`config.mk`:
```
export PLATFORM = sky130hd
export DESIGN_NAME = bits_stream_unpacker
export DESIGN_NICKNAME = d
export VERILOG_FILES = /design/src/rtl/bits_pkg.sv /design/src/rtl/bits_word_fifo.sv /design/src/rtl/bits_stream_unpacker.sv
export SDC_FILE = /design/constraint.sdc
export NUM_CORES = 2
export LEC_CHECK = 0
export CAP_MARGIN = 15
export CORE_MARGIN = 3
export CORE_UTILIZATION = 40
export CTS_CLUSTER_SIZE = 14
export DETAILED_ROUTE_END_ITERATION = 12
export DONT_BUFFER_PORTS = 1
export PLACE_DENSITY = 0.64
export SLEW_MARGIN = 20
export SYNTH_ARGS = -nofsm -noshare
export SYNTH_HDL_FRONTEND = slang
export SYNTH_SLANG_ARGS = --single-unit
```
`constraint.sdc`:
```
create_clock -name clock -period 19.8 [get_ports clock]
set_clock_uncertainty 0.2 [all_clocks]
set_input_delay 3.96 -clock clock [delete_from_list [all_inputs] [get_ports clock]]
set_output_delay 3.96 -clock clock [all_outputs]
set_load 0.02 [all_outputs]
```
`src/rtl/bits_pkg.sv`:
```
// bits_pkg: shared FSM state, default sizes and MAX_REQ derivation for the bit-stream unpacker.
package bits_pkg;
    typedef enum logic {IDLE, WAIT} state_t;
    localparam int WORD_W_DEF = 32;
    localparam int DEPTH_DEF = 32;
    localparam int LEN_W_DEF = 4;
    function automatic int max_req(input int len_w);
        return (1 << len_w) - 1;
    endfunction
endpackage

```
`src/rtl/bits_word_fifo.sv`:
```
// bits_word_fifo: word FIFO with registered count, sticky overflow on dropped pushes and async head read.
module bits_word_fifo
    import bits_pkg::*;
#(
    parameter int WORD_W = WORD_W_DEF,
    parameter int DEPTH = DEPTH_DEF,
    localparam int AW = $clog2(DEPTH),
    localparam int CNT_W = AW + 1
) (
    input  logic              clock,
    input  logic              reset,
    input  logic              push,
    input  logic [WORD_W-1:0] datain,
    input  logic              pop,
    output logic              full,
    output logic              empty,
    output logic              overflow,
    output logic [WORD_W-1:0] head
);
    logic [WORD_W-1:0] mem [DEPTH];
    logic [AW-1:0] wr_ptr, rd_ptr;
    logic [CNT_W-1:0] count;
    logic push_ok, pop_ok;
    assign full = count == CNT_W'(DEPTH);
    assign empty = count == '0;
    assign push_ok = push && !full;
    assign pop_ok = pop && !empty;
    assign head = mem[rd_ptr];
    always_ff @(posedge clock)
        if (push_ok) mem[wr_ptr] <= datain;
    always_ff @(posedge clock or negedge reset)
        if (!reset) begin
            wr_ptr <= '0;
            rd_ptr <= '0;
            count <= '0;
            overflow <= 1'b0;
        end else begin
            if (push_ok) wr_ptr <= wr_ptr + 1'b1;
            if (pop_ok) rd_ptr <= rd_ptr + 1'b1;
            if (push && full) overflow <= 1'b1;
            count <= count + CNT_W'(push_ok) - CNT_W'(pop_ok);
        end
endmodule

```
`src/rtl/bits_stream_unpacker.sv`:
```
// bits_stream_unpacker: word FIFO feeding a two-word bit accumulator that serves 0..MAX_REQ-bit fields on request.
// Define BITS_LSB_FIRST_EN to consume each word LSB first; MSB first otherwise.
module bits_stream_unpacker
    import bits_pkg::*;
#(
    parameter int WORD_W = WORD_W_DEF,
    parameter int DEPTH = DEPTH_DEF,
    parameter int LEN_W = LEN_W_DEF,
    localparam int MAX_REQ = max_req(LEN_W)
) (
    input  logic               clock,
    input  logic               reset,
    input  logic               pushin,
    input  logic [WORD_W-1:0]  datain,
    output logic               full,
    output logic               overflow,
    input  logic               reqin,
    input  logic [LEN_W-1:0]   reqlen,
    output logic               busy,
    output logic               pushout,
    output logic [LEN_W-1:0]   lenout,
    output logic [MAX_REQ-1:0] dataout
);
    localparam int ACC_W = 2 * WORD_W;
    localparam int CW = $clog2(ACC_W + 1);
    state_t state, state_n;
    logic [LEN_W-1:0] len_q, len_n, len;
    logic serve, pop, empty;
    logic [WORD_W-1:0] head;
    logic [ACC_W-1:0] acc, acc_n, shifted, incoming;
    logic [CW-1:0] acc_cnt, cnt_n, used, post;
    logic [MAX_REQ-1:0] field;
    bits_word_fifo #(.WORD_W(WORD_W), .DEPTH(DEPTH)) u_fifo (
        .clock(clock), .reset(reset), .push(pushin), .datain(datain), .pop(pop),
        .full(full), .empty(empty), .overflow(overflow), .head(head)
    );
    assign busy = state == WAIT;
    always_comb begin
        state_n = state;
        len_n = len_q;
        serve = 1'b0;
        len = state == WAIT ? len_q : reqlen;
        if (state == IDLE && reqin) begin
            serve = acc_cnt >= CW'(reqlen);
            state_n = serve ? IDLE : WAIT;
            len_n = reqlen;
        end else if (state == WAIT && acc_cnt >= CW'(len_q)) begin
            serve = 1'b1;
            state_n = IDLE;
        end
    end
    // Valid bits sit at the consuming end of acc; a popped word lands right behind the post-consume remainder.
    always_comb begin
        used = serve ? CW'(len) : '0;
        post = acc_cnt - used;
        pop = !empty && post <= CW'(WORD_W);
`ifdef BITS_LSB_FIRST_EN
        field = acc[MAX_REQ-1:0] & ~({MAX_REQ{1'b1}} << len);
        shifted = acc >> used;
        incoming = {{WORD_W{1'b0}}, head} << post;
`else
        field = MAX_REQ'(acc >> (CW'(ACC_W) - CW'(len)));
        shifted = acc << used;
        incoming = {head, {WORD_W{1'b0}}} >> post;
`endif
        acc_n = pop ? shifted | incoming : shifted;
        cnt_n = pop ? post + CW'(WORD_W) : post;
    end
    always_ff @(posedge clock or negedge reset)
        if (!reset) begin
            state <= IDLE;
            len_q <= '0;
        end else begin
            state <= state_n;
            len_q <= len_n;
        end
    always_ff @(posedge clock or negedge reset)
        if (!reset) begin
            acc <= '0;
            acc_cnt <= '0;
            pushout <= 1'b0;
            lenout <= '0;
            dataout <= '0;
        end else begin
            acc <= acc_n;
            acc_cnt <= cnt_n;
            pushout <= serve;
            if (serve) begin
                lenout <= len;
                dataout <= field;
            end
        end
endmodule
```
# After elaboration in Yosys (flattened, before gate mapping)
# Memories as Yosys holds them, arrays and structs flattened.
# Index checks and enable logic that the tools add are counted.
[word_totals]
mem_bits_rw = 1024
reg_bits = 113
out_inout_bits = 23
memories = 1
[memory_table]
columns = ["name", "depth", "word_bits", "read_ports", "rd_ports_with_merged_regs", "wr", "line", "text"]
rows = [
  ["u_fifo.mem", 32, 32, 1, 0, 1, "bits_word_fifo.sv:20", "logic [WORD_W-1:0] mem [DEPTH];"],
]
[op_classes]
n_shift = 3
eq_ne = 1
bitwise = 2
reduce_logical = 10
n_mux = 11
order_cmp = 3
add_sub_neg = 7
[ops]
columns = ["operator", "n"]
rows = [
  ["$mux W64", 1],
  ["$or A64 B64 Y64", 1],
  ["$shl A64 B4 Y64", 1],
  ["$shr A64 B7 Y15", 1],
  ["$shr A64 B7 Y64", 1],
  ["$ge A7 B4 Y1", 2],
  ["$add A5 B1 Y5 const B", 2],
  ["$mux W4", 2],
  ["$add A7 B6 Y7 const B", 1],
  ["$le A7 B6 Y1 const B", 1],
  ["$mux W1", 7],
  ["$mux W7", 1],
  ["$sub A7 B4 Y7", 1],
  ["$sub A7 B4 Y7 const A", 1],
  ["$add A6 B1 Y6", 1],
  ["$eq A6 B6 Y1 const B", 1],
  ["$logic_and A1 B1 Y1", 6],
  ["$logic_not A6 Y1", 1],
  ["$sub A6 B1 Y6", 1],
  ["$logic_not A1 Y1", 2],
  ["$reduce_bool A2 Y1", 1],
  ["$not A1 Y1", 1],
]

# Logic depth before layout (Yosys ltp)
[logic_depth]
depth_word = 10
depth_mapped = 28
mapped_depth_nobuf = 26

# Cells and area by module
# From an unflattened synthesis, not the netlist that was laid out.
[unflattened]
cells_unflattened = 3211
area_unflattened_um2 = 50440.9
[by_module_without_submodules]
columns = ["module", "area_per_inst_um2", "seq_area_each_um2", "instances", "cells_each"]
rows = [
  ["bits_word_fifo", 39718.1, 31174.9, 1, 1803],
  ["bits_stream_unpacker", 10722.8, 2402.3, 1, 1408],
]

# Least setup slack after synthesis
# Ideal clock, no wire load.
[synth_timing]
kind = "input -> register"
from = "input port reqlen[2]"
to = "register u_fifo.count[4]"
setup_ns = 0.080
path_stages = 28
required_ns = 19.520
slack_ns = 9.789
arrival_ns = 9.731
cell_sequence = "inv_1 > ha_1 > a21oi_1 > o21ai_0 > a311o_1 > nand2_1 > nor2_1 > inv_1 > clkbuf_1 > buf_1 > ha_1 > o21a_1 > o21a_1 > or4_1 > nand2_1 > inv_1 > clkbuf_1 > ha_1 > o21ai_0 > inv_1 > ha_1 > inv_1 > ha_1 > fa_1 > a21oi_1 > nor2_1 > nor2_1 > xnor2_1"
[synth_between]
elab_chain_cells = 8
[synth_rtl]
columns = ["element", "line", "text"]
rows = [
  ["start, declared", "bits_stream_unpacker.sv:18", "input logic [LEN_W-1:0] reqlen,"],
  ["$ge A7 B4 Y1", "bits_stream_unpacker.sv:44", "serve = acc_cnt >= CW'(reqlen);"],
  ["$mux W1", "bits_stream_unpacker.sv:43", "if (state == IDLE && reqin) begin"],
  ["$mux W4 (*)", "bits_stream_unpacker.sv:54", "used = serve ? CW'(len) : '0;"],
  ["$sub A7 B4 Y7 (*)", "bits_stream_unpacker.sv:55", "post = acc_cnt - used;"],
  ["$le A7 B6 Y1 (*)", "bits_stream_unpacker.sv:56", "pop = !empty && post <= CW'(WORD_W);"],
  ["$logic_and A1 B1 Y1 (*)", "bits_stream_unpacker.sv:56", ""],
  ["$logic_and A1 B1 Y1 (*)", "bits_word_fifo.sv:27", "assign pop_ok = pop && !empty;"],
  ["net u_fifo.pop_ok", "bits_word_fifo.sv:23", "logic push_ok, pop_ok;"],
  ["$sub A6 B1 Y6 (*)", "bits_word_fifo.sv:41", "count <= count + CNT_W'(push_ok) - CNT_W'(pop_ok);"],
  ["end signal, assigned", "bits_word_fifo.sv:41", ""],
  ["end, declared", "bits_word_fifo.sv:22", "logic [CNT_W-1:0] count;"],
]
# Mark *: on every way through the listed nets, which the timed path passes. The rest lies on a longest branch.
# A chain may end at the register's enable or synchronous reset.

# Final worst setup path
[layout_timing]
from = "input port reqlen[3]"
to = "register u_fifo.count[5]"
# The elaborated chain is that of the path after synthesis.

==> results.sh <==
export IMPL_design_die_area_um2=132000
export IMPL_power_switching_mw=4.21
export IMPL_power_static_leakage_nw=19.3
export IMPL_yosys_warnings=0
export IMPL_reg2reg_to="u_fifo.count[5]$_DFF_PN0_"
export IMPL_timing_final_setup_violations=0
export IMPL_reg2regPathDepth=30
export IMPL_grt_use_total=0.217
export IMPL_drt_vias_per_instance=6.04
export IMPL_reg2reg_slack_ns=11.66
export IMPL_synthesis_instances=3390
export IMPL_max_freq_mhz=91.8
export IMPL_drt_antenna_violating_nets=0
export IMPL_power_report_internal_total_mw=5.64
export IMPL_vias_in_the_first_global_route=30000
export IMPL_clockRootBuffer="sky130_fd_sc_hd__clkbuf_16"
export IMPL_critical_path_arrival_ns=11.33
export IMPL_num_io_pins=63
export IMPL_layout_drive_gt1_share=0.147
export IMPL_crit_slowest_cell="sky130_fd_sc_hd__clkinv_1"
export IMPL_worstReg2RegStart="acc_cnt[0]$_DFF_PN0_"
export IMPL_drt_iter0_drc=3712
export IMPL_critical_path_most_common_cell="sky130_fd_sc_hd__buf_4"
export IMPL_final_cell_count_no_fill=5120
export IMPL_synthToLayoutAreaGrowth_pct=10.6
export IMPL_post_synth_top_count_cell="sky130_fd_sc_hd__edfxtp_1"
export IMPL_h_tree_depth=3
export IMPL_start_util=0.405
export IMPL_comb_power_share=0.463
export IMPL_worst_setup_path_end_kind="flop"
export IMPL_grt_max_degree=114
export IMPL_clock_power_share=0.218
export IMPL_path_class="in2reg"
export IMPL_final_slew_viol_count=0
export IMPL_netlist_top_cell_by_area="sky130_fd_sc_hd__edfxtp_1"
export IMPL_cts_inserted_buffers=114
export IMPL_detailroute_via_count=30900
export IMPL_drt_first_pass_iters=6
export IMPL_dp_final_hpwl_um=84900
export IMPL_yosys_most_used_dff="sky130_fd_sc_hd__edfxtp_1"
export IMPL_die_width_um=364
export IMPL_synth_net_count=3460
export IMPL_synth_edf_count=1024
export IMPL_coreArea_um2=126000
export IMPL_hp_start="len_q[1]$_DFFE_PN0P_"
export IMPL_cts_buffer_depth=3
export IMPL_post_synth_cell_area_avg_um2=15.1
export IMPL_clock_pin_slew_reported_for_the_worst_setup_and_hold_paths_after_clock_tree_synthesis_ns=0.06
export IMPL_die_h_um=364
export IMPL_leading_post_synthesis_cells_by_cell_area="sky130_fd_sc_hd__edfxtp_1 (60%), sky130_fd_sc_hd__mux2i_1 (7.9%), sky130_fd_sc_hd__mux4_2 (5.9%)"
export IMPL_sequentialPowerShare=0.319
export IMPL_post_cts_hold_buffer_count=0
export IMPL_yosysSeqAreaShare=0.656
export IMPL_drt_wirelength_per_cell_um=28.4
export IMPL_maxSlewHeadroom=0.291
export IMPL_clock_tree_from_tritoncts="built"
export IMPL_dp_cells=4904
export IMPL_netlist_cell_type_count=100
export IMPL_count_of_clock_tree_sinks=1137
export IMPL_cp_start_kind="primary input"
export IMPL_drv_cap=0
export IMPL_crit_path_max_fanout=63
export IMPL_fin_ws_ns=8.90
export IMPL_number_of_antenna_violations_at_the_first_check_in_global_routing=1
export IMPL_timing_hold_worst_class="reg2reg"
export IMPL_commonest_cells_post_synth="sky130_fd_sc_hd__edfxtp_1 (1024), sky130_fd_sc_hd__mux2i_1 (404), sky130_fd_sc_hd__nand2_1 (303), sky130_fd_sc_hd__nor2_1 (163), sky130_fd_sc_hd__mux4_2 (135)"
export IMPL_power_density_nw_per_um2=174
export IMPL_placement_rows=130
export IMPL_synth_seq_cells=1137
export IMPL_cts_repair_resize_count=0
export IMPL_fin_nets=3440
export IMPL_hold_path_cell_count=2
export IMPL_crit_path_max_incr_delay_ns=0.90
export IMPL_worst_ir_drop_vdd_mv=0.150
export IMPL_gp_congestion=0.936
export IMPL_outcome="finished clean"
export IMPL_first_pass_grt_wire_length_um=212000
export IMPL_finish_utilization=0.448
export IMPL_syn_cell_area_um2=51200
export IMPL_critPathRequiredTime_ns=20.24
export IMPL_share_of_async_settable_or_async_resettable_flops_after_synthesis=0.0994
export IMPL_min_delay_worst_endpoint="len_q[1]$_DFFE_PN0P_"
export IMPL_worst_slew_pin_transition_ns=1.05
export IMPL_tns_ns=0
export IMPL_grt_overflow_total=0
export IMPL_port_buffers=0
export IMPL_final_period_utilization=0.550
export IMPL_num_antenna_cells=0
export IMPL_synth_top_area_share=0.601
export IMPL_detailedPlace_worstSlack_ns=8.27
export IMPL_routed_wirelength_um=146000
export IMPL_fillers=10900
export IMPL_switching_share=0.427
export IMPL_hold_viol_final=0
export IMPL_worst_skew_pair_late_latency_ns=0.75
export IMPL_post_cts_setup_inserts=0
export IMPL_post_route_drc_count=0
export IMPL_layout_min_cycle_time_ns=10.90
export IMPL_grt_setup_unrepaired="no"
final cells by class:
cell class | instances | area, um2 | share of cell area
clock buffer | 154 | 3090 | 0.0547
clock inverter | 62 | 651 | 0.0115
inverter | 37 | 139 | 0.00245
multi-input combinational | 2005 | 16500 | 0.291
sequential | 1137 | 33600 | 0.593
tap | 1650 | 2060 | 0.0365
timing repair buffer | 75 | 576 | 0.0102
how the worst max path moves through the flow:
stage | startpoint | end | slack, ns | depth (start not counted)
global route | reqlen[1] | u_fifo.count[5]$_DFF_PN0_ | 8.34 | 30
finish | reqlen[3] | u_fifo.count[5]$_DFF_PN0_ | 8.90 | 30
detailed placement | reqlen[2] | u_fifo.count[4]$_DFF_PN0_ | 8.27 | 30
CTS | reqlen[3] | u_fifo.count[4]$_DFF_PN0_ | 9.00 | 30
floorplan | reqlen[2] | u_fifo.count[4]$_DFF_PN0_ | 9.79 | 28
global placement | reqlen[2] | u_fifo.count[5]$_DFF_PN0_ | 8.27 | 30
cells in the final DEF, fill, tap and decap left out, types with 28 or more instances in the layout:
cell type                   Yosys  final
sky130_fd_sc_hd__a221oi_1      41     41
sky130_fd_sc_hd__mux2i_1      404    404
sky130_fd_sc_hd__clkbuf_16      0    115
sky130_fd_sc_hd__mux4_2       135    135
sky130_fd_sc_hd__a21oi_1      128    128
sky130_fd_sc_hd__clkbuf_1     106     32
sky130_fd_sc_hd__nor2_1       163    128
sky130_fd_sc_hd__a22oi_1       73     73
sky130_fd_sc_hd__o22ai_1       43     43
sky130_fd_sc_hd__edfxtp_1    1024   1024
sky130_fd_sc_hd__inv_1         31     29
sky130_fd_sc_hd__dfrtp_1      113    109
sky130_fd_sc_hd__o21ai_0       92     92
sky130_fd_sc_hd__ha_1          28     28
sky130_fd_sc_hd__buf_4         11     74
sky130_fd_sc_hd__a211oi_1      33     33
sky130_fd_sc_hd__nor2_4         1     35
sky130_fd_sc_hd__mux2_2        48     48
sky130_fd_sc_hd__nand3_1      108    107
sky130_fd_sc_hd__nand2_1      303    302
sky130_fd_sc_hd__clkinv_1       3     30
layer usage:
layer,wire (um),vias to the layer above,GRT usage,part of all wire
met1,60000,15900,0.297,0.41
met3,10900,241,0.0392,0.075
met4,4370,0,0.0630,0.030
met2,70200,1334,0.357,0.48
li1,-,13400,-,-
met5,0,-,0,0
sequential cells by signal, indices dropped and copies added (netlist names):
name,cells
u_fifo.mem,1024
acc,64
dataout,15
acc_cnt,7
u_fifo.count,6
u_fifo.rd_ptr,5
u_fifo.wr_ptr,5
len_q,4
lenout,4
busy,1
pushout,1
u_fifo.overflow,1
stage by stage:
stage / power [mW] / hold WS [ns] / area [um2]
2_1_floorplan: 6.15 / 0.271 / 51200
3_3_place_gp: 7.64 / 0.307 / 52900
3_5_place_dp: 7.63 / 0.305 / 52900
4_1_cts: 9.78 / 0.320 / 56600
5_1_grt: 10.2 / 0.359 / 56600
6_report: 9.86 / 0.315 / 56600
power groups by stage:
| stage | sequential, mW | clock, mW | combinational, mW |
|---|---|---|---|
| 6_report | 3.14 | 2.15 | 4.57 |
| 3_5_place_dp | 3.18 | 0 | 4.44 |
| 5_1_grt | 3.16 | 2.28 | 4.80 |
| 2_1_floorplan | 3.03 | 0 | 3.12 |
| 4_1_cts | 3.13 | 2.18 | 4.46 |
| 3_3_place_gp | 3.18 | 0 | 4.46 |
critical path: cells and delay by family:
family                   cells  cell delay, ns
AND/OR/NAND/NOR              7            0.96
adder cells (fa/ha/maj)      4            1.03
AO/OA/AOI/OAI                8            1.91
buffers and inverters       10            3.24
XOR/XNOR                     1            0.15
logic make-up (layout without fill, tap and decap cells):
group                      after synthesis  in the layout  share of synthesized area
and+or+nand+nor                        708            708                     0.0617
AOI/OAI and AO/OA                      651            651                     0.0904
buffers and inverters                  248            328                     0.0270
DFF                                   1137           1137                      0.656
xor gates and xnor gates                18             18                    0.00323
adders and majority gates               30             30                    0.00763
muxes                                  598            598                      0.154
(Power assumes the default switching activity.)
